<file path="config.mk">
export PLATFORM = sky130hd
export DESIGN_NAME = id_ex_operand_stage
export DESIGN_NICKNAME = d
export VERILOG_FILES = /design/src/rtl/id_ex_operand_stage_pkg.sv /design/src/rtl/id_ex_operand_stage_fwd_mux.sv /design/src/rtl/id_ex_operand_stage.sv
export SDC_FILE = /design/constraint.sdc
export NUM_CORES = 1
export LEC_CHECK = 0
export CAP_MARGIN = 25
export CORE_MARGIN = 2
export CORE_UTILIZATION = 45
export CTS_CLUSTER_DIAMETER = 60
export DETAILED_ROUTE_END_ITERATION = 8
export MAX_ROUTING_LAYER = met4
export PLACE_DENSITY = 0.87
export SYNTH_ARGS = -nofsm -noshare
export SYNTH_HDL_FRONTEND = slang
export SYNTH_SLANG_ARGS = --single-unit
</file>
<file path="constraint.sdc">
create_clock -name clk_i -period 3.1 [get_ports clk_i]
set_input_delay 0.465 -clock clk_i [delete_from_list [all_inputs] [get_ports clk_i]]
set_output_delay 0.465 -clock clk_i [all_outputs]
set_load 0.05 [all_outputs]
</file>
<file path="src/rtl/id_ex_operand_stage_pkg.sv">
// ----------------------------------------------------------------------------
// id_ex_operand_stage_pkg
//   Shared constants for the ID/EX operand stage: ALU control codes, ALUOp
//   encodings, R-type funct codes, the registered control bundle type and
//   the ALUOp/funct -> ALU control decode function.
// ----------------------------------------------------------------------------
package id_ex_operand_stage_pkg;

  // 3-bit ALU control codes understood by the downstream ALU
  localparam logic [2:0] ALU_AND = 3'b000;
  localparam logic [2:0] ALU_OR  = 3'b001;
  localparam logic [2:0] ALU_ADD = 3'b010;
  localparam logic [2:0] ALU_MUL = 3'b011;
  localparam logic [2:0] ALU_SUB = 3'b110;
  localparam logic [2:0] ALU_SLT = 3'b111;

  // ALUOp encodings produced by the main decoder
  localparam logic [1:0] ALUOP_ADD   = 2'b00;
  localparam logic [1:0] ALUOP_SUB   = 2'b01;
  localparam logic [1:0] ALUOP_RTYPE = 2'b10;
  localparam logic [1:0] ALUOP_OR    = 2'b11;

  // R-type funct field codes
  localparam logic [5:0] FUNCT_ADD = 6'b100000;
  localparam logic [5:0] FUNCT_SUB = 6'b100010;
  localparam logic [5:0] FUNCT_AND = 6'b100100;
  localparam logic [5:0] FUNCT_OR  = 6'b100101;
  localparam logic [5:0] FUNCT_SLT = 6'b101010;
  localparam logic [5:0] FUNCT_MUL = 6'b011000;

  // Control signals that simply travel through the stage
  typedef struct packed {
    logic mem_read;
    logic mem_write;
    logic reg_write;
    logic mem_to_reg;
  } ctrl_t;

  // ALUOp/funct -> ALU control; unknown funct falls back to ADD
  function automatic logic [2:0] alu_decode(input logic [1:0] alu_op,
                                            input logic [5:0] funct);
    logic [2:0] code;
    code = ALU_ADD;
    case (alu_op)
      ALUOP_ADD: code = ALU_ADD;
      ALUOP_SUB: code = ALU_SUB;
      ALUOP_OR:  code = ALU_OR;
      ALUOP_RTYPE: begin
        case (funct)
          FUNCT_ADD: code = ALU_ADD;
          FUNCT_SUB: code = ALU_SUB;
          FUNCT_AND: code = ALU_AND;
          FUNCT_OR:  code = ALU_OR;
          FUNCT_SLT: code = ALU_SLT;
          FUNCT_MUL: code = ALU_MUL;
          default:   code = ALU_ADD;
        endcase
      end
      default: code = ALU_ADD;
    endcase
    return code;
  endfunction

endpackage

</file>
<file path="src/rtl/id_ex_operand_stage_fwd_mux.sv">
// ----------------------------------------------------------------------------
// id_ex_operand_stage_fwd_mux
//   Operand forwarding mux for one source register.
//   Ports:
//     i_addr        registered source register address
//     i_data        registered register-file data
//     i_exmem_*     EX/MEM write enable, destination, ALU result
//     i_memwb_*     MEM/WB write enable, destination, write-back data
//     o_data        selected operand (EX/MEM > MEM/WB > register file)
// ----------------------------------------------------------------------------
module id_ex_operand_stage_fwd_mux
  import id_ex_operand_stage_pkg::*;
#(
  parameter int DATA_W = 32,
  parameter int REG_AW = 5
) (
  input  logic [REG_AW-1:0] i_addr,
  input  logic [DATA_W-1:0] i_data,
  input  logic              i_exmem_we,
  input  logic [REG_AW-1:0] i_exmem_rd,
  input  logic [DATA_W-1:0] i_exmem_data,
  input  logic              i_memwb_we,
  input  logic [REG_AW-1:0] i_memwb_rd,
  input  logic [DATA_W-1:0] i_memwb_data,
  output logic [DATA_W-1:0] o_data
);

  logic w_exmem_hit;
  logic w_memwb_hit;

  // Hit detection and priority select; register 0 is hard-wired and never forwarded
  always_comb begin
    w_exmem_hit = i_exmem_we && (i_exmem_rd != {REG_AW{1'b0}}) && (i_exmem_rd == i_addr);
    w_memwb_hit = i_memwb_we && (i_memwb_rd != {REG_AW{1'b0}}) && (i_memwb_rd == i_addr);
    if (w_exmem_hit) begin
      o_data = i_exmem_data;
    end else if (w_memwb_hit) begin
      o_data = i_memwb_data;
    end else begin
      o_data = i_data;
    end
  end

endmodule

</file>
<file path="src/rtl/id_ex_operand_stage.sv">
// ----------------------------------------------------------------------------
// id_ex_operand_stage
//   ID/EX pipeline register plus operand forwarding in front of the ALU.
//   Inputs : clk_i, rst_i (sync, active high), stall_i, flush_i, valid_i,
//            ID operands (rs/rt data, imm, rs/rt/rd addresses), decode
//            controls (reg_dst, alu_src, alu_op, funct, mem/reg controls),
//            EX/MEM and MEM/WB forwarding sources.
//   Outputs: ALU operands and control, store data, destination register,
//            registered valid/control, combinational load-use hazard flag.
// ----------------------------------------------------------------------------
module id_ex_operand_stage
  import id_ex_operand_stage_pkg::*;
#(
  parameter int DATA_W = 32,
  parameter int REG_AW = 5
) (
  input  logic              clk_i,
  input  logic              rst_i,
  input  logic              stall_i,
  input  logic              flush_i,
  input  logic              valid_i,
  input  logic [DATA_W-1:0] rs_data_i,
  input  logic [DATA_W-1:0] rt_data_i,
  input  logic [DATA_W-1:0] imm_i,
  input  logic [REG_AW-1:0] rs_addr_i,
  input  logic [REG_AW-1:0] rt_addr_i,
  input  logic [REG_AW-1:0] rd_addr_i,
  input  logic              reg_dst_i,
  input  logic              alu_src_i,
  input  logic [1:0]        alu_op_i,
  input  logic [5:0]        funct_i,
  input  logic              mem_read_i,
  input  logic              mem_write_i,
  input  logic              reg_write_i,
  input  logic              mem_to_reg_i,
  input  logic              exmem_reg_write_i,
  input  logic [REG_AW-1:0] exmem_rd_i,
  input  logic [DATA_W-1:0] exmem_data_i,
  input  logic              memwb_reg_write_i,
  input  logic [REG_AW-1:0] memwb_rd_i,
  input  logic [DATA_W-1:0] memwb_data_i,
  output logic [DATA_W-1:0] alu_data1_o,
  output logic [DATA_W-1:0] alu_data2_o,
  output logic [2:0]        alu_ctrl_o,
  output logic [DATA_W-1:0] store_data_o,
  output logic [REG_AW-1:0] dst_addr_o,
  output logic              valid_o,
  output logic              mem_read_o,
  output logic              mem_write_o,
  output logic              reg_write_o,
  output logic              mem_to_reg_o,
  output logic              load_use_o
);

  logic              r_valid;
  logic [DATA_W-1:0] r_rs_data;
  logic [DATA_W-1:0] r_rt_data;
  logic [DATA_W-1:0] r_imm;
  logic [REG_AW-1:0] r_rs_addr;
  logic [REG_AW-1:0] r_rt_addr;
  logic [REG_AW-1:0] r_dst;
  logic              r_alu_src;
  logic [2:0]        r_alu_ctrl;
  ctrl_t             r_ctrl;

  logic [REG_AW-1:0] w_dst;
  logic [2:0]        w_alu_ctrl;
  ctrl_t             w_ctrl;
  logic [DATA_W-1:0] w_fwd_rs;
  logic [DATA_W-1:0] w_fwd_rt;

  // Destination select, ALU control decode and control bundling ahead of the register
  always_comb begin
    if (reg_dst_i) begin
      w_dst = rd_addr_i;
    end else begin
      w_dst = rt_addr_i;
    end
    w_alu_ctrl        = alu_decode(alu_op_i, funct_i);
    w_ctrl.mem_read   = mem_read_i;
    w_ctrl.mem_write  = mem_write_i;
    w_ctrl.reg_write  = reg_write_i;
    w_ctrl.mem_to_reg = mem_to_reg_i;
  end

  // Stage register: reset and flush both insert a bubble; stall holds everything
  always_ff @(posedge clk_i) begin
    if (rst_i || flush_i) begin
      r_valid    <= 1'b0;
      r_rs_data  <= {DATA_W{1'b0}};
      r_rt_data  <= {DATA_W{1'b0}};
      r_imm      <= {DATA_W{1'b0}};
      r_rs_addr  <= {REG_AW{1'b0}};
      r_rt_addr  <= {REG_AW{1'b0}};
      r_dst      <= {REG_AW{1'b0}};
      r_alu_src  <= 1'b0;
      r_alu_ctrl <= 3'b000;
      r_ctrl     <= '{1'b0, 1'b0, 1'b0, 1'b0};
    end else if (!stall_i) begin
      r_valid    <= valid_i;
      r_rs_data  <= rs_data_i;
      r_rt_data  <= rt_data_i;
      r_imm      <= imm_i;
      r_rs_addr  <= rs_addr_i;
      r_rt_addr  <= rt_addr_i;
      r_dst      <= w_dst;
      r_alu_src  <= alu_src_i;
      r_alu_ctrl <= w_alu_ctrl;
      r_ctrl     <= w_ctrl;
    end
  end

  id_ex_operand_stage_fwd_mux #(.DATA_W(DATA_W), .REG_AW(REG_AW)) u_fwd_rs (
    .i_addr       (r_rs_addr),
    .i_data       (r_rs_data),
    .i_exmem_we   (exmem_reg_write_i),
    .i_exmem_rd   (exmem_rd_i),
    .i_exmem_data (exmem_data_i),
    .i_memwb_we   (memwb_reg_write_i),
    .i_memwb_rd   (memwb_rd_i),
    .i_memwb_data (memwb_data_i),
    .o_data       (w_fwd_rs)
  );

  id_ex_operand_stage_fwd_mux #(.DATA_W(DATA_W), .REG_AW(REG_AW)) u_fwd_rt (
    .i_addr       (r_rt_addr),
    .i_data       (r_rt_data),
    .i_exmem_we   (exmem_reg_write_i),
    .i_exmem_rd   (exmem_rd_i),
    .i_exmem_data (exmem_data_i),
    .i_memwb_we   (memwb_reg_write_i),
    .i_memwb_rd   (memwb_rd_i),
    .i_memwb_data (memwb_data_i),
    .o_data       (w_fwd_rt)
  );

  // Operand routing; store data always takes the forwarded rt even for immediates
  always_comb begin
    alu_data1_o  = w_fwd_rs;
    store_data_o = w_fwd_rt;
    if (r_alu_src) begin
      alu_data2_o = r_imm;
    end else begin
      alu_data2_o = w_fwd_rt;
    end
  end

  // Load-use compares the held load's destination against the instruction now in ID
  always_comb begin
    load_use_o = r_valid && r_ctrl.mem_read && (r_dst != {REG_AW{1'b0}}) &&
                 ((r_dst == rs_addr_i) || (r_dst == rt_addr_i));
  end

  assign alu_ctrl_o   = r_alu_ctrl;
  assign dst_addr_o   = r_dst;
  assign valid_o      = r_valid;
  assign mem_read_o   = r_ctrl.mem_read;
  assign mem_write_o  = r_ctrl.mem_write;
  assign reg_write_o  = r_ctrl.reg_write;
  assign mem_to_reg_o = r_ctrl.mem_to_reg;

endmodule

</file>
# Word level (Yosys, flattened, before mapping)

Cells that the tools add are included.
Widths: inputs -> output; s select.

Eq/ne operators: 14
Reduce and logical (&&, ||, !) cells: 15
Muxes and demuxes: 8

Operator list:

| cell               | count |
|---|---|
| $mux 32            | 5 |
| $eq 5x5->1         | 6 |
| $eq 6x6->1 const B | 4 |
| $pmux 3 s5         | 1 |
| $reduce_bool 5->1  | 3 |
| $pmux 3 s4         | 1 |
| $logic_and 1x1->1  | 9 |
| $eq 6x5->1 const B | 1 |
| $mux 5             | 1 |
| $eq 2x2->1 const B | 2 |
| $eq 2x1->1 const B | 1 |
| $logic_not 2->1    | 1 |
| $logic_or 1x1->1   | 2 |

Logic and storage cells: 50
Register bits after elaboration: 120

# Logic depth before layout (Yosys ltp)

Gate-level depths: netlist (run 1).

Depth in word-level cells: 6
Depth in mapped cells: 7

# Modules after synthesis

Synthesis (run 1) repeated with hierarchy kept, for this count alone.

Cells, all modules: 836
Area, all modules: 7185.6 µm²

Modules (own cells, without submodules):

| module                      | cells each | instances | area each (µm²) |
|---|---|---|---|
| id_ex_operand_stage         | 466        | 1         | 4850.9 |
| id_ex_operand_stage_fwd_mux | 185        | 2         | 1167.4 |

# Worst setup path before layout (run 1)

Ideal clock, no wire load.

Kind: input to output
Start point: in memwb_rd_i[0]
End point: out alu_data2_o[10]
Arrival: 2.811 ns
Cell stages on the path: 6
Slack: -0.176 ns
Buffers on the path: 1
Cell sequence: or4_1 > nor2_4 > nor3_4 > buf_6 > mux2i_1 > a221oi_1

Word-level cells in the longest chain between the ends: 6

Ends and longest elaborated chain:

| element               | line                              | text |
|---|---|---|
| from (decl)           | id_ex_operand_stage.sv:40         | `input logic [REG_AW-1:0] memwb_rd_i,` |
| $reduce_bool 5->1     | id_ex_operand_stage_fwd_mux.sv:34 | `w_memwb_hit = i_memwb_we && (i_memwb_rd != {REG_AW{1'b0}}) && (i_memwb_rd == i_addr);` |
| $logic_and 1x1->1     | id_ex_operand_stage_fwd_mux.sv:34 |  |
| $logic_and 1x1->1 (*) | id_ex_operand_stage_fwd_mux.sv:34 |  |
| $mux 32 (*)           | id_ex_operand_stage_fwd_mux.sv:37 | `end else if (w_memwb_hit) begin` |
| $mux 32 (*)           | id_ex_operand_stage_fwd_mux.sv:35 | `if (w_exmem_hit) begin` |
| $mux 32 (*)           | id_ex_operand_stage.sv:141        | `if (r_alu_src) begin` |
| to (decl)             | id_ex_operand_stage.sv:43         | `output logic [DATA_W-1:0] alu_data2_o,` |

Mark *: on every way between the ends. The rest lies on a longest branch, timed or not.

# Worst setup path in the final report (run 1)

Start point: in exmem_rd_i[4]
End point: out alu_data1_o[1]

Word-level cells in the longest chain between the ends: 4

Ends and longest elaborated chain:

| element               | line                              | text |
|---|---|---|
| from (decl)           | id_ex_operand_stage.sv:37         | `input logic [REG_AW-1:0] exmem_rd_i,` |
| $reduce_bool 5->1     | id_ex_operand_stage_fwd_mux.sv:33 | `w_exmem_hit = i_exmem_we && (i_exmem_rd != {REG_AW{1'b0}}) && (i_exmem_rd == i_addr);` |
| $logic_and 1x1->1     | id_ex_operand_stage_fwd_mux.sv:33 |  |
| $logic_and 1x1->1 (*) | id_ex_operand_stage_fwd_mux.sv:33 |  |
| $mux 32 (*)           | id_ex_operand_stage_fwd_mux.sv:35 |  |
| to (decl)             | id_ex_operand_stage.sv:42         | `output logic [DATA_W-1:0] alu_data1_o,` |

Marks and branches as above.

==> results.sh, run 1 <==
export IMPL_cp_start_kind="input pin"
export IMPL_numPortBuffers=315
export IMPL_place_area_um2=11200
export IMPL_tightestPinTransition_ns=0.675
export IMPL_cp_max_fo=33
export IMPL_dieHeight_um=126
export IMPL_grt_usage_pct=33.0
export IMPL_combPwrFrac_pct=26.7
export IMPL_area_growth_pct=79.7
export IMPL_power_density_nw_per_um2=424
export IMPL_setup_viol=1
export IMPL_drv_cap=0
export IMPL_die_area_um2=15900
export IMPL_ys_seq_area_share_pct=35.9
export IMPL_ys_types=36
export IMPL_clk_latency_ns=0.42
export IMPL_cts_sinks=120
export IMPL_postSynthAreaPerCell_um2=8.53
export IMPL_power_frac_seq_pct=32.1
export IMPL_power_switching_mw=1.42
export IMPL_drc=0
export IMPL_switching_share_pct=27.9
export IMPL_clkPwrFrac_pct=41.3
export IMPL_grt_max_degree=52
export IMPL_grt_overflow_total=0
export IMPL_drt_vias_per_instance=5.70
export IMPL_status="finished, violations left"
export IMPL_multi_input_area_um2=4150
export IMPL_cts_tree="done"
export IMPL_synth_ff_latch_count=120
export IMPL_root_buffer="clkbuf_16"
export IMPL_crit_type="in -> out"
export IMPL_clk_path_buf_depth=2
export IMPL_synthFlopType="dfxtp_1"
export IMPL_grt_pass1_wl_mm=40.0
export IMPL_end_kind="output pin"
export IMPL_num_vias=7354
export IMPL_dpl_hpwl_mm=18.4
export IMPL_gp_congestion=0.910
export IMPL_finalCritPeriodShare_pct=101
export IMPL_synth_area_um2=6700
export IMPL_io_pins=316
export IMPL_start_util_pct=46.1
export IMPL_ir_worst_vdd_mv=0.378
export IMPL_worst_slack_ns=-0.0289
export IMPL_hold_path_class="reg -> reg"
export IMPL_total_power_mw=5.11
export IMPL_drtIter0Drc=464
export IMPL_core_area_um2=14500
export IMPL_leakage_nw=4.78
export IMPL_yosys_warnings=0
export IMPL_finalClockSkew_ns=0
export IMPL_wl_per_cell_um=20.9
export IMPL_layout_min_cycle_time_ns=3.13
export IMPL_placementRows=44
export IMPL_violations="setup timing"
export IMPL_hold_viol_final=0
export IMPL_htreeDepth=4
export IMPL_wl_mm=27.0
export IMPL_synth_edf_count=0
export IMPL_synth_nets=991
export IMPL_ant_nets=0
export IMPL_cts_buffers=17
export IMPL_num_fill_cells=832
export IMPL_drt_pass1_iter_count=5
export IMPL_cts_clk_slew_worst_paths_ns=0.05
export IMPL_grt_pass1_vias=7669
export IMPL_max_freq_mhz=320
export IMPL_antenna_found_initial=1
export IMPL_cell_internal_pwr_mw=3.68
export IMPL_synth_cells=785
export IMPL_finalInstanceArea_um2=12000
export IMPL_async_reset_ff_share_pct=0
export IMPL_drv_slew=0
export IMPL_nNetsFinal=1299
export IMPL_ff2ff_setup_slack_ns=2.01
export IMPL_layout_area_seq_um2=2410
export IMPL_critPathArrivalTime_ns=2.66
export IMPL_required_ns=2.63
export IMPL_die_w_um=126
export IMPL_slew_headroom_pct=55.0
export IMPL_drive_gt1_share_pct=20.2
## cells in the final DEF (no fill, tap or decap), types with 2 or more instances in the layout
| cell | synthesis | final |
|---|---|---|
| bufinv_16 | 0 | 4 |
| dfxtp_1 | 120 | 119 |
| or4_1 | 4 | 3 |
| buf_12 | 0 | 98 |
| nor3_1 | 38 | 38 |
| a221oi_2 | 2 | 32 |
| mux2i_2 | 0 | 3 |
| xnor2_1 | 14 | 14 |
| nand3_1 | 2 | 2 |
| clkdlybuf4s50_1 | 0 | 209 |
| o21ai_2 | 0 | 10 |
| dlymetal6s2s_1 | 0 | 8 |
| buf_4 | 6 | 28 |
| nand4b_1 | 2 | 2 |
| nand2b_1 | 2 | 2 |
| clkbuf_16 | 0 | 20 |
| clkbuf_8 | 0 | 3 |
| clkbuf_1 | 25 | 4 |
| buf_6 | 4 | 3 |
| clkinv_2 | 0 | 3 |
| xor2_1 | 16 | 16 |
| inv_1 | 32 | 32 |
| nand4_1 | 2 | 2 |
| nor2_1 | 158 | 157 |
| a21oi_1 | 41 | 36 |
| a21oi_2 | 0 | 5 |
| nand2_1 | 33 | 33 |
| mux2i_1 | 181 | 178 |
| o21ai_1 | 29 | 22 |
## layer usage
metal  GRT usage [%]  wire length (µm)  vias up
met2            55.9             13600      374
li1                -                 -     3358
met4            18.0              1300        0
met5               -                 0        -
met3            5.48              1920       95
met1            37.2             10100     3527
## layout make-up
cell class                      instances  area share [%]
Antenna cell                            1          0.0208
Clock buffer                           24            4.00
Clock inverter                          8            1.18
Inverter                               32           0.998
Multi-Input combinational cell        572            34.5
Sequential cell                       120            20.0
Tap cell                              184            1.91
Timing Repair Buffer                  350            37.4
## state kept, by name (all words and copies together) (netlist names), 3 cells and up
name        count
r_rt_data      32
alu_ctrl_o      3
r_rt_addr       5
r_rs_data      32
r_imm          32
r_rs_addr       5
dst_addr_o      5
## synthesized netlist by cell type (2+ instances only)
| cell | number | area [µm²] |
|---|---|---|
| a221oi_1 | 31 | 272 |
| a21oi_1 | 41 | 205 |
| o21ai_0 | 4 | 20.0 |
| xor2_1 | 16 | 140 |
| nand4b_1 | 2 | 17.5 |
| nor2_1 | 158 | 593 |
| nand2b_1 | 2 | 12.5 |
| mux2i_1 | 181 | 1810 |
| o21ai_1 | 29 | 145 |
| a221oi_2 | 2 | 30.0 |
| buf_4 | 6 | 45.0 |
| or4_1 | 4 | 30.0 |
| nand2_1 | 33 | 124 |
| nand3_1 | 2 | 10.0 |
| xnor2_1 | 14 | 123 |
| buf_6 | 4 | 45.0 |
| nand4_1 | 2 | 12.5 |
| inv_1 | 32 | 120 |
| nor3_1 | 38 | 190 |
| buf_1 | 4 | 15.0 |
| buf_2 | 22 | 110 |
| dfxtp_1 | 120 | 2400 |
| clkbuf_1 | 25 | 93.8 |
## repair_timing
item	in CTS	in global routing
pin swaps	1	7
hold buffers	0	0
buffers inserted	0	3
endpoints found under the setup margin	14	63
gates resized for setup	13	21
gates cloned	1	2
## worst paths after layout
| check | start | cells past startpoint | endpoint |
|---|---|---|---|
| max | exmem_rd_i[4] | 9 | alu_data1_o[1] |
| min | r_imm[15] | 2 | r_imm[15] |
| min reg2reg | r_imm[15] | 2 | r_imm[15] |
| max reg2reg | r_alu_src | 2 | r_alu_src |
## power by group through the flow
stage          Sequential [mW]  Clock (mW)  Combinational [mW]
3_5_place_dp              1.67           0                1.33
2_1_floorplan             1.67           0               0.603
3_3_place_gp              1.66           0                1.31
6_report                  1.64        2.11                1.36
5_1_grt                   1.64        2.21                1.42
4_1_cts                   1.64        2.12                1.34
## through the flow
step	utilization, %	hold slack [ns]	setup slack (ns)	instances	TNS [ns]
floorplan	-	0.463	0.0628	785	0
global placement	76.9	0.471	-0.0112	1252	-0.0112
detailed placement	76.9	0.482	-0.0447	1252	-0.158
CTS	81.7	0.496	-0.0188	1285	-0.0314
global route	82.8	0.525	-0.0483	1291	-0.0575
finish	82.8	0.494	-0.0289	1291	-0.0289
## kinds of logic after synthesis
family,count (synthesis),synth area share [%]
compound gates,112,10.7
xor+xnor,30,3.92
buf+inv,93,6.41
flops,120,35.9
mux,181,27.0
simple gates,249,16.1
## worst max-delay path, cell delays in order
cell,delay (ns)
clkdlybuf4s50_1,0.46
buf_4,0.17
xor2_1,0.15
nor3_1,0.21
and4_2,0.36
buf_6,0.30
nand2_1,0.12
o21ai_1,0.22
buf_12,0.19
(Power assumes the default switching activity.)
==> run 2, diff against run 1 <==
--- a/config.mk
+++ b/config.mk
@@ -6,7 +6,7 @@
 export NUM_CORES = 1
 export LEC_CHECK = 0
 export CAP_MARGIN = 25
-export CORE_MARGIN = 2
+export CORE_MARGIN = 5
 export CORE_UTILIZATION = 45
 export CTS_CLUSTER_DIAMETER = 60
 export DETAILED_ROUTE_END_ITERATION = 8
==> run 2 against run 1 <==
The run still ends with setup timing left. Fmax is 0.45% higher. Clock power fell by 9%. Die area rose by 9.7%. First-iteration DRC count up 9.3%. Global-route usage down 3.1 points. Largest power group unchanged. Largest cell class unchanged. Sequential share of layout area is 0.12 points lower.
==> results.sh, run 2 (synthesis gave the netlist of run 1 again) <==
export IMPL_status="finished, violations left"
export IMPL_violations="setup timing"
export IMPL_antenna_found_initial=3
export IMPL_tightestPinTransition_ns=0.581
export IMPL_largestRegisters="r_imm (32), r_rs_data (32), r_rt_data (32)"
export IMPL_cp_max_fo=17
export IMPL_cts_clk_slew_worst_paths_ns=0.05
export IMPL_cts_tree="done"
export IMPL_use_met3_pct=7.98
export IMPL_r2r_cells=3
export IMPL_grt_setup_unrepaired="yes"
export IMPL_final_common_cell="clkdlybuf4s50_1"
export IMPL_cts_buffers=17
export IMPL_stdcell_count=1295
export IMPL_power_density_nw_per_um2=408
export IMPL_cp_start_kind="input pin"
export IMPL_htreeDepth=4
export IMPL_hold_path_class="reg -> reg"
export IMPL_grt_pass1_wl_mm=40.3
export IMPL_drive_gt1_share_pct=20.2
export IMPL_crit_type="in -> out"
export IMPL_drv_slew=0
export IMPL_drc=0
export IMPL_die_w_um=132
export IMPL_grt_met2_usage_pct=50.0
export IMPL_required_ns=2.63
export IMPL_worst_slack_ns=-0.0150
export IMPL_grt_max_degree=57
export IMPL_worstHoldEndpoint="r_imm[6]"
export IMPL_gp_congestion=0.934
export IMPL_grt_usage_pct=29.9
export IMPL_wl_mm=27.1
export IMPL_drt_vias_per_instance=5.60
export IMPL_critPathArrivalTime_ns=2.65
export IMPL_ant_nets=0
export IMPL_cts_hold_buf=0
export IMPL_grt_busiest_layer="met2"
export IMPL_hold_start="r_imm[6]"
export IMPL_finalCritPeriodShare_pct=100
export IMPL_die_area_um2=17400
export IMPL_layout_min_cycle_time_ns=3.11
export IMPL_wl_per_cell_um=20.9
export IMPL_grt_pass1_vias=7483
export IMPL_dpl_hpwl_mm=19.2
export IMPL_timing_rr_start="r_alu_src"
export IMPL_cts_sinks=120
export IMPL_num_fill_cells=825
export IMPL_start_util_pct=45.9
export IMPL_numPortBuffers=315
export IMPL_core_area_um2=14600
export IMPL_end_kind="output pin"
export IMPL_placementRows=44
export IMPL_leakage_nw=4.72
export IMPL_preCtsSetupSlack_ns=-0.0921
export IMPL_holdPathStages=2
export IMPL_max_freq_mhz=321
export IMPL_r2r_end="r_alu_src"
export IMPL_num_vias=7253
export IMPL_placedCellCount=1253
export IMPL_drv_cap=0
export IMPL_slew_headroom_pct=61.3
export IMPL_area_growth_pct=80.8
export IMPL_drtIter0Drc=507
export IMPL_grt_overflow_total=0
export IMPL_clk_path_buf_depth=2
export IMPL_finalClockSkew_ns=0
export IMPL_io_pins=316
export IMPL_met1_usage_pct=33.1
export IMPL_drt_pass1_iter_count=5
export IMPL_nNetsFinal=1301
export IMPL_ir_worst_vdd_mv=0.438
export IMPL_mostFrequentLayoutCells="clkdlybuf4s50_1 (213), mux2i_1 (174), nor2_1 (158)"
export IMPL_hold_viol_final=0
export IMPL_dieHeight_um=132
export IMPL_ff2ff_setup_slack_ns=1.84
export IMPL_root_buffer="clkbuf_16"
export IMPL_setup_viol=1
export IMPL_clk_latency_ns=0.42
[run 2: cell count changes in the layout (fill, tap and decap cells not counted), moves of 4 or more]
| cell | previous run | this run |
|---|---|---|
| buf_12 | 98 | 108 |
| buf_4 | 28 | 22 |
| mux2i_1 | 178 | 174 |
| o21ai_1 | 22 | 30 |
| clkinv_4 | 0 | 4 |
| o21ai_2 | 10 | 1 |
| dlymetal6s2s_1 | 8 | 1 |
| clkdlybuf4s50_1 | 209 | 213 |
[run 2: final cells by class]
cell class / instances / area, µm² / share of cell area, %
Clock buffer: 22 / 484 / 4.00
Clock inverter: 10 / 95.1 / 0.785
Inverter: 32 / 120 / 0.992
Tap cell: 184 / 230 / 1.90
Sequential cell: 120 / 2410 / 19.9
Timing Repair Buffer: 352 / 4600 / 37.9
Antenna cell: 3 / 7.51 / 0.0620
Multi-Input combinational cell: 572 / 4180 / 34.5
[run 2: worst max path at each step]
stage	startpoint	endpoint	slack, ns	cells past startpoint
final	memwb_rd_i[4]	alu_data2_o[3]	-0.01	10
after global placement	exmem_rd_i[1]	alu_data1_o[0]	-0.05	8
after global routing	memwb_rd_i[4]	alu_data2_o[4]	-0.06	10
after detailed placement	exmem_rd_i[1]	alu_data1_o[0]	-0.09	8
after floorplan	exmem_rd_i[1]	alu_data1_o[0]	0.06	5
after CTS	exmem_rd_i[2]	alu_data2_o[22]	0.04	8
[run 2: where the power goes]
group,internal [mW],switching (mW)
clock,1.19,0.734
combinational,0.707,0.675
sequential,1.59,0.0430
total,3.49,1.45
[run 2: critical path, cell delays in order]
cell and delay (ns):
clkdlybuf4s50_1 0.53, buf_4 0.16, xnor2_1 0.12, nand2_1 0.11, nor3_4 0.21, buf_4 0.16, buf_12 0.17, mux2i_1 0.15
a221oi_2 0.37, buf_12 0.19
[run 2: through the flow]
| step | cell area, µm² | power (mW) | hold WS (ns) | TNS [ns] | util (%) |
|---|---|---|---|---|---|
| 3_5_place_dp | 11300 | 3.02 | 0.485 | -0.312 | 77.5 |
| 6_report | 12100 | 4.94 | 0.499 | -0.0150 | 83.0 |
| 4_1_cts | 11900 | 4.94 | 0.500 | 0 | 81.5 |
| 2_1_floorplan | 6890 | 2.27 | 0.463 | 0 | - |
| 5_1_grt | 12100 | 5.09 | 0.525 | -1.52 | 83.0 |
| 3_3_place_gp | 11300 | 2.99 | 0.473 | -0.0629 | 77.5 |
[run 2: repair_timing]
action | in CTS | in global routing
pin swaps | 2 | 2
setup buffers | 0 | 4
endpoints found under the setup margin | 35 | 66
resized for setup | 7 | 21
cloned | 0 | 3
[run 2: routing by layer]
metal	up-vias	part of all wire (%)
li1	3363	-
met1	3457	38
met2	352	50
met3	81	7.8
met4	0	4.5
met5	-	0
==> run 3, diff against run 2 <==
--- a/config.mk
+++ b/config.mk
@@ -11,7 +11,7 @@
 export CTS_CLUSTER_DIAMETER = 60
 export DETAILED_ROUTE_END_ITERATION = 8
 export MAX_ROUTING_LAYER = met4
-export PLACE_DENSITY = 0.87
+export PLACE_DENSITY_LB_ADDON = 0.15
 export SYNTH_ARGS = -nofsm -noshare
 export SYNTH_HDL_FRONTEND = slang
 export SYNTH_SLANG_ARGS = --single-unit
==> run 3 against run 2 <==
Setup slack worse by 0.0091 ns. Critical path type unchanged. Clock-buffer cell count up 3. Core utilization down 1.6 points. Critical endpoint is now alu_data2_o[5]. The run still ends with setup timing left.
==> results.sh, run 3 (synthesis gave the netlist of run 1 again) <==
export IMPL_htreeDepth=4
export IMPL_grt_pass1_wl_mm=38.5
export IMPL_power_density_nw_per_um2=409
export IMPL_antenna_found_initial=0
export IMPL_placementRows=44
export IMPL_clk_latency_ns=0.41
export IMPL_nNetsFinal=1305
export IMPL_gp_congestion=0.942
export IMPL_hold_viol_final=0
export IMPL_start_util_pct=45.9
export IMPL_grt_met2_usage_pct=47.0
export IMPL_layout_min_cycle_time_ns=3.12
export IMPL_diodes=0
export IMPL_io_pins=316
export IMPL_grt_setup_unrepaired="yes"
export IMPL_drt_vias_per_instance=5.45
export IMPL_cp_max_fo=6
export IMPL_ff2ff_setup_slack_ns=1.99
export IMPL_slew_headroom_pct=54.5
export IMPL_die_area_um2=17400
export IMPL_required_ns=2.63
export IMPL_preCtsSetupSlack_ns=-0.00671
export IMPL_area_growth_pct=77.3
export IMPL_dieHeight_um=132
export IMPL_critPathArrivalTime_ns=2.66
export IMPL_drive_gt1_share_pct=20.8
export IMPL_status="finished, violations left"
export IMPL_setup_viol=1
export IMPL_ant_nets=0
export IMPL_cts_tree="done"
export IMPL_wl_per_cell_um=19.7
export IMPL_finalCritPeriodShare_pct=101
export IMPL_use_met3_pct=7.98
export IMPL_cts_clk_slew_worst_paths_ns=0.05
export IMPL_r2r_cells=2
export IMPL_drv_slew=0
export IMPL_grt_max_degree=62
export IMPL_final_common_cell="clkdlybuf4s50_1"
export IMPL_drtIter0Drc=428
export IMPL_num_fill_cells=890
export IMPL_grt_overflow_total=0
export IMPL_leakage_nw=4.69
export IMPL_grt_pass1_vias=7100
export IMPL_ir_worst_vdd_mv=0.361
export IMPL_cts_hold_buf=0
export IMPL_violations="setup timing"
export IMPL_end_kind="output pin"
export IMPL_drt_pass1_iter_count=5
export IMPL_core_area_um2=14600
export IMPL_num_vias=7065
export IMPL_cts_buffers=17
export IMPL_clk_path_buf_depth=2
export IMPL_final_util_pct=81.4
export IMPL_max_freq_mhz=320
export IMPL_largestRegisters="r_imm (32), r_rs_data (32), r_rt_data (32)"
export IMPL_wl_mm=25.5
export IMPL_holdPathStages=2
export IMPL_drc=0
export IMPL_grt_usage_pct=28.3
export IMPL_hold_path_class="reg -> reg"
export IMPL_numPortBuffers=315
export IMPL_crit_type="in -> out"
export IMPL_tightestPinTransition_ns=0.682
export IMPL_drv_cap=0
export IMPL_worst_slack_ns=-0.0240
export IMPL_die_w_um=132
export IMPL_cts_sinks=120
export IMPL_cp_start_kind="input pin"
export IMPL_dpl_hpwl_mm=18.3
export IMPL_mostFrequentLayoutCells="clkdlybuf4s50_1 (213), mux2i_1 (179), nor2_1 (158)"
export IMPL_finalClockSkew_ns=0
export IMPL_grt_busiest_layer="met2"
export IMPL_root_buffer="clkbuf_16"
export IMPL_met1_usage_pct=32.5
## run 3: worst max-delay path, stage by stage
cell and delay, ns:
clkdlybuf4s50_1 0.43, or4_1 0.51, o21a_2 0.26, buf_4 0.15, a31oi_4 0.14, buf_4 0.18, buf_12 0.14, a221oi_2 0.07
buf_4 0.19, buf_12 0.14
## run 3: per-layer routing
metal,vias to the layer above,share of wire [%]
met5,-,0
met2,309,50
met4,0,3.2
met1,3316,38
li1,3378,-
met3,62,8.5
## run 3: what timing repair did
action / 4_1_cts / 5_1_grt
setup endpoints to repair: 5 / 89
pin swaps: 2 / 4
gates resized for setup: 4 / 37
setup buffers: 0 / 5
gates cloned: 0 / 3
## run 3: power by group
group	total, mW	internal (mW)	leakage [nW]	switching [mW]
logic	1.32	0.664	3.43	0.653
clock network	1.90	1.21	0.278	0.694
registers	1.64	1.59	0.979	0.0432
total	4.86	3.47	4.69	1.39
## run 3: path summary, 6_finish.rpt
| path | from | to |
|---|---|---|
| setup reg to reg | r_alu_src | r_alu_src |
| hold reg to reg | r_rs_data[9] | r_rs_data[9] |
| setup / recovery | exmem_rd_i[2] | alu_data2_o[5] |
| hold / removal | r_rs_data[9] | r_rs_data[9] |
## run 3: per-stage QoR
| stage | cell area [µm²] | cells | hold slack [ns] | TNS, ns | total power, mW |
|---|---|---|---|---|---|
| after CTS | 11600 | 1288 | 0.497 | 0 | 4.86 |
| after detailed placement | 11100 | 1256 | 0.484 | -0.00846 | 2.95 |
| after floorplan | 6890 | 785 | 0.463 | 0 | 2.27 |
| after global placement | 11100 | 1256 | 0.473 | 0 | 2.94 |
| final | 11900 | 1296 | 0.492 | -0.0240 | 4.86 |
| after global routing | 11900 | 1296 | 0.517 | -0.749 | 5.02 |
## run 3: area by class of cell
class	instances	area (µm²)	share of cell area [%]
Timing Repair Buffer	356	4390	36.9
Multi-Input combinational cell	572	4160	35.0
Sequential cell	120	2410	20.3
Clock buffer	25	507	4.27
Tap cell	184	230	1.94
Inverter	32	120	1.01
Clock inverter	7	65.1	0.548
